===== src/rtl/signed_divmod_recon.sv =====
// Signed dividend reconstruction: sa = q*b + r via a shift-add multiplier,
// with overflow, remainder-consistency and divide-by-zero flags.
module signed_divmod_recon #(
    parameter int W = 8
) (
    input  logic                clk,
    input  logic                rst_n,
    input  logic                in_valid,
    output logic                in_ready,
    input  logic signed [W-1:0] in_q,
    input  logic signed [W-1:0] in_r,
    input  logic signed [W-1:0] in_b,
    output logic                out_valid,
    input  logic                out_ready,
    output logic signed [W-1:0] out_sa,
    output logic                out_ovf,
    output logic                out_rem_bad,
    output logic                out_div0
);

    localparam int CW = (W > 1) ? $clog2(W) : 1;

    typedef enum logic [1:0] {IDLE, MUL, ADD, DONE} state_t;

    state_t               state;
    state_t               state_nx;
    logic [W-1:0]         q_mag;
    logic [W-1:0]         b_mag;
    logic                 neg;
    logic signed [W-1:0]  r_reg;
    logic [CW-1:0]        cnt;
    logic [2*W-1:0]       acc;
    logic [2*W:0]         prod;
    logic [2*W:0]         sum;
    logic [W:0]           r_abs;
    logic [W-1:0]         q_abs_in;
    logic [W-1:0]         b_abs_in;
    logic                 ovf_nx;
    logic                 bad_nx;

    assign in_ready  = (state == IDLE);
    assign out_valid = (state == DONE);

    // |-2^(W-1)| is representable as an unsigned W-bit magnitude
    assign q_abs_in = in_q[W-1] ? (~in_q + W'(1)) : in_q;
    assign b_abs_in = in_b[W-1] ? (~in_b + W'(1)) : in_b;

    always_comb begin
        prod   = neg ? (~{1'b0, acc} + (2*W+1)'(1)) : {1'b0, acc};
        sum    = prod + {{(W+1){r_reg[W-1]}}, r_reg};
        r_abs  = r_reg[W-1] ? (~{1'b1, r_reg} + (W+1)'(1)) : {1'b0, r_reg};
        // in range iff the top W+2 bits are a pure sign extension
        ovf_nx = !((&sum[2*W:W-1]) || !(|sum[2*W:W-1]));
        bad_nx = (r_reg != '0) &&
                 ((r_abs >= {1'b0, b_mag}) || (r_reg[W-1] != sum[2*W]));
    end

    always_comb begin
        state_nx = state;
        unique case (state)
            IDLE: if (in_valid) state_nx = (in_b == '0) ? DONE : MUL;
            MUL:  if (cnt == CW'(W-1)) state_nx = ADD;
            ADD:  state_nx = DONE;
            DONE: if (out_ready) state_nx = IDLE;
            default: state_nx = IDLE;
        endcase
    end

    always_ff @(posedge clk or negedge rst_n) begin
        if (!rst_n) begin
            state       <= IDLE;
            q_mag       <= '0;
            b_mag       <= '0;
            neg         <= 1'b0;
            r_reg       <= '0;
            cnt         <= '0;
            acc         <= '0;
            out_sa      <= '0;
            out_ovf     <= 1'b0;
            out_rem_bad <= 1'b0;
            out_div0    <= 1'b0;
        end else begin
            state <= state_nx;
            unique case (state)
                IDLE: begin
                    if (in_valid) begin
                        r_reg <= in_r;
                        if (in_b == '0) begin
                            out_div0    <= 1'b1;
                            out_sa      <= '0;
                            out_ovf     <= 1'b0;
                            out_rem_bad <= 1'b0;
                        end else begin
                            q_mag <= q_abs_in;
                            b_mag <= b_abs_in;
                            neg   <= in_q[W-1] ^ in_b[W-1];
                            acc   <= '0;
                            cnt   <= '0;
                        end
                    end
                end
                MUL: begin
                    if (q_mag[0])
                        acc <= acc + ({{W{1'b0}}, b_mag} << cnt);
                    q_mag <= q_mag >> 1;
                    if (cnt != CW'(W-1))
                        cnt <= cnt + CW'(1);
                end
                ADD: begin
                    out_sa      <= sum[W-1:0];
                    out_ovf     <= ovf_nx;
                    out_rem_bad <= bad_nx;
                    out_div0    <= 1'b0;
                end
                DONE: ;
                default: ;
            endcase
        end
    end

endmodule


===== config.mk =====
export PLATFORM = sky130hd
export DESIGN_NAME = signed_divmod_recon
export DESIGN_NICKNAME = d
export VERILOG_FILES = /design/src/rtl/signed_divmod_recon.sv
export SDC_FILE = /design/constraint.sdc
export NUM_CORES = 1
export LEC_CHECK = 0
export ABC_CLOCK_PERIOD_IN_PS = 4950
export CAP_MARGIN = 20
export CORE_MARGIN = 2
export CORE_UTILIZATION = 60
export CTS_CLUSTER_DIAMETER = 200
export DETAILED_ROUTE_END_ITERATION = 7
export PLACE_DENSITY = 0.82
export RECOVER_POWER = 100
export SYNTH_ARGS = -nofsm -noshare
export SYNTH_HDL_FRONTEND = slang
export SYNTH_SLANG_ARGS = --single-unit

===== constraint.sdc =====
create_clock -name clk -period 4.95 [get_ports clk]
set_clock_uncertainty 0.05 [all_clocks]
set_input_delay 0.495 -clock clk [delete_from_list [all_inputs] [get_ports clk]]
set_output_delay 0.495 -clock clk [all_outputs]
set_load 0.02 [all_outputs]

==> run_summary.xml <==
<?xml version="1.0" encoding="UTF-8"?>
<metrics>
  <group name="critical_path">
    <metric name="worst_setup_path_start_kind" unit="">flop</metric>
    <metric name="reg2reg_from" unit="">acc[4]</metric>
    <metric name="worst-endpoint-arrival" unit="ns">4.82</metric>
    <metric name="required" unit="ns">5.13</metric>
    <metric name="setup.worst_path.class" unit="">reg2reg</metric>
    <metric name="worst_setup_path_end_kind" unit="">flop</metric>
    <metric name="worst-path-max-fanout" unit="">7</metric>
    <metric name="crit_path_start" unit="">acc[4]</metric>
  </group>
  <group name="global_routing">
    <metric name="antenna_found_initial" unit="">0</metric>
    <metric name="total_grt_overflow" unit="">0</metric>
    <metric name="via_count_of_the_first_global_routing_pass" unit="">4524</metric>
    <metric name="grtUsageTotal" unit="">0.295</metric>
    <metric name="grt_pass1_wl" unit="um">21100</metric>
    <metric name="grt_max_degree" unit="">58</metric>
  </group>
  <group name="routing">
    <metric name="drt-pass1-iter-count" unit="">4</metric>
    <metric name="detail_route.wl_per_cell" unit="um">16.6</metric>
    <metric name="finalWirelength" unit="um">12600</metric>
    <metric name="dr_total_vias" unit="">4629</metric>
    <metric name="initialDrtViolationCount" unit="">235</metric>
    <metric name="viasPerCell" unit="">6.12</metric>
    <metric name="postRouteAntennaNets" unit="">0</metric>
    <metric name="detail_route.drc_violations" unit="">0</metric>
  </group>
  <group name="timing">
    <metric name="period_needed" unit="ns">4.64</metric>
    <metric name="hold_slack" unit="ns">0.429</metric>
    <metric name="transition_at_the_pin_with_the_smallest_max_transition_slack" unit="ns">3.03</metric>
    <metric name="hold_violations" unit="">0</metric>
    <metric name="timing.slew.headroom" unit="">-1.02</metric>
    <metric name="fmax" unit="GHz">0.216</metric>
    <metric name="slew_violations" unit="">58</metric>
    <metric name="timing.setup.tns" unit="ns">0</metric>
    <metric name="post-route-period-util" unit="">0.937</metric>
    <metric name="rsz0062_at_grt" unit="">false</metric>
    <metric name="setup_violations" unit="">0</metric>
  </group>
  <group name="clock_network">
    <metric name="tritoncts_buffer_count" unit="">9</metric>
    <metric name="h-tree-depth" unit="">3</metric>
    <metric name="clk_pin_slew" unit="ns">0.07</metric>
    <metric name="postCtsHoldBufs" unit="">0</metric>
    <metric name="cts_num_sinks" unit="">57</metric>
    <metric name="insertion_delay" unit="ns">0.35</metric>
    <metric name="clk_path_buf_depth" unit="">2</metric>
    <metric name="clk_root_buffer_cell" unit="">sky130_fd_sc_hd__clkbuf_8</metric>
    <metric name="clock_tree_from_tritoncts" unit="">built</metric>
  </group>
  <group name="logic_synthesis">
    <metric name="ys_types" unit="">59</metric>
    <metric name="post_synth_inst_count" unit="">611</metric>
    <metric name="yosysSeqAreaShare" unit="">0.279</metric>
    <metric name="asyncSetResetFlopFracSynth" unit="">1.00</metric>
    <metric name="syn-mean-instance-area" unit="sq um">8.36</metric>
    <metric name="synth_flop_cell" unit="">sky130_fd_sc_hd__dfrtp_1</metric>
    <metric name="synth_area" unit="sq um">5110</metric>
    <metric name="synth_seq_cells" unit="">57</metric>
    <metric name="synth_nets" unit="">691</metric>
    <metric name="edff_count_synth" unit="">0</metric>
    <metric name="yosysWarnings" unit="">0</metric>
  </group>
  <group name="run_status">
    <metric name="violations_in_the_final_reports" unit="">max-capacitance violations, max-slew violations</metric>
    <metric name="run_status" unit="">complete, but fails checks</metric>
  </group>
  <group name="floorplan">
    <metric name="pin_count" unit="">41</metric>
    <metric name="design.core.area" unit="sq um">8220</metric>
    <metric name="placementRows" unit="">33</metric>
    <metric name="die_h" unit="um">96.3</metric>
    <metric name="dieWidth" unit="um">96.3</metric>
    <metric name="floorplan.initialDensity" unit="">0.622</metric>
    <metric name="die-area" unit="sq um">9270</metric>
  </group>
  <group name="final_layout">
    <metric name="largest_register_ff_count" unit="">16</metric>
    <metric name="syn2layout_area_growth" unit="%">13.8</metric>
    <metric name="mostFrequentLayoutCell" unit="">sky130_fd_sc_hd__nand2_1</metric>
    <metric name="final_layout_size_suffix_gt1_frac" unit="">0.0676</metric>
    <metric name="design.final.nets" unit="">726</metric>
    <metric name="layout_common_cells" unit="">sky130_fd_sc_hd__nand2_1, sky130_fd_sc_hd__dfrtp_1, sky130_fd_sc_hd__ha_1</metric>
    <metric name="largest_register" unit="">acc</metric>
    <metric name="antenna-diode-count" unit="">0</metric>
  </group>
  <group name="place">
    <metric name="place.port_buffers" unit="">40</metric>
    <metric name="gp_routability_congestion" unit="">0.934</metric>
    <metric name="place.detailed.hpwl" unit="um">9450</metric>
  </group>
  <group name="worst_hold_path">
    <metric name="hold_path.class" unit="">reg2reg</metric>
    <metric name="hp-start" unit="">out_sa[5]</metric>
  </group>
  <group name="job">
    <metric name="maxcap_viol_count" unit="">1</metric>
  </group>
</metrics>
[worst max-delay path: stages (launching register included)]
cell and delay (ns):
sky130_fd_sc_hd__dfrtp_1 0.42, sky130_fd_sc_hd__or3_1 0.42, sky130_fd_sc_hd__or2_0 0.24, sky130_fd_sc_hd__or3_1 0.33
sky130_fd_sc_hd__or4_1 0.49, sky130_fd_sc_hd__o31ai_2 0.23, sky130_fd_sc_hd__xnor2_1 0.15, sky130_fd_sc_hd__ha_1 0.32
sky130_fd_sc_hd__o21a_1 0.23, sky130_fd_sc_hd__or2_2 0.30, sky130_fd_sc_hd__a31oi_1 0.16, sky130_fd_sc_hd__o21ai_1 0.15
sky130_fd_sc_hd__o41a_1 0.38, sky130_fd_sc_hd__a21o_1 0.21, sky130_fd_sc_hd__a2111oi_2 0.36, sky130_fd_sc_hd__nor3_1 0.09
[layer usage]
metal	track usage	vias up	wire length [um]
met3	0.0658	23	767
met5	0	-	0
li1	-	2280	-
met4	0.107	0	243
met1	0.368	2179	5440
met2	0.499	147	6140
[logic make-up after synthesis]
logic type / Yosys count / synth area share
flops: 57 / 0.279
xor+xnor: 52 / 0.0892
buf+inv: 53 / 0.0390
mux: 25 / 0.0522
compound gates: 176 / 0.224
simple gates: 196 / 0.186
fa+ha+maj: 52 / 0.130
[per-stage QoR]
| step | setup WS, ns | instance area [sq um] | instances | utilization |
|---|---|---|---|---|
| floorplan | 0.608 | 5110 | 611 | - |
| finish | 0.313 | 5810 | 756 | 0.708 |
| detailed placement | 0.285 | 5590 | 739 | 0.681 |
| CTS | 0.263 | 5820 | 755 | 0.709 |
| global route | 0.0355 | 5810 | 756 | 0.708 |
| global placement | 0.430 | 5590 | 739 | 0.681 |
[layout make-up]
type,count,area (sq um)
Inverter,30,113
Tap cell,105,131
Sequential cell,57,1430
Clock inverter,5,77.6
Clock buffer,11,151
Multi-Input combinational cell,501,3490
Timing Repair Buffer,47,422
Fill cell,665,2400
[synthesized netlist by cell type, drive strengths merged (13+ instances only)]
master | number | area share
nand2 | 66 | 0.049
xor2 | 19 | 0.033
nor2 | 47 | 0.035
o21ai | 46 | 0.045
mux2 | 13 | 0.029
a21oi | 45 | 0.044
o31ai | 15 | 0.022
ha | 50 | 0.12
dfrtp | 57 | 0.28
clkbuf | 22 | 0.016
inv | 30 | 0.022
xnor2 | 33 | 0.057
[path summary, 6_finish.rpt]
| check | endpoint | slack (ns) | depth (start not counted) |
|---|---|---|---|
| setup / recovery | out_ovf | 0.31 | 15 |
| hold / removal | out_sa[5] | 0.43 | 2 |
| setup reg to reg | out_ovf | 0.31 | 15 |
| hold reg to reg | out_sa[5] | 0.43 | 2 |
| max in group asynchronous | acc[15] | 1.95 | 2 |
| min in group asynchronous | state[0] | 1.18 | 2 |
[what timing repair did]
action                     CTS  global route
setup buffers                0             0
setup endpoints to repair    0             1
gates resized for setup      0             2
Power is left out: the tool's default activity adds up to more than one toggle a clock period on the data nets, which glitch-free logic cannot reach.
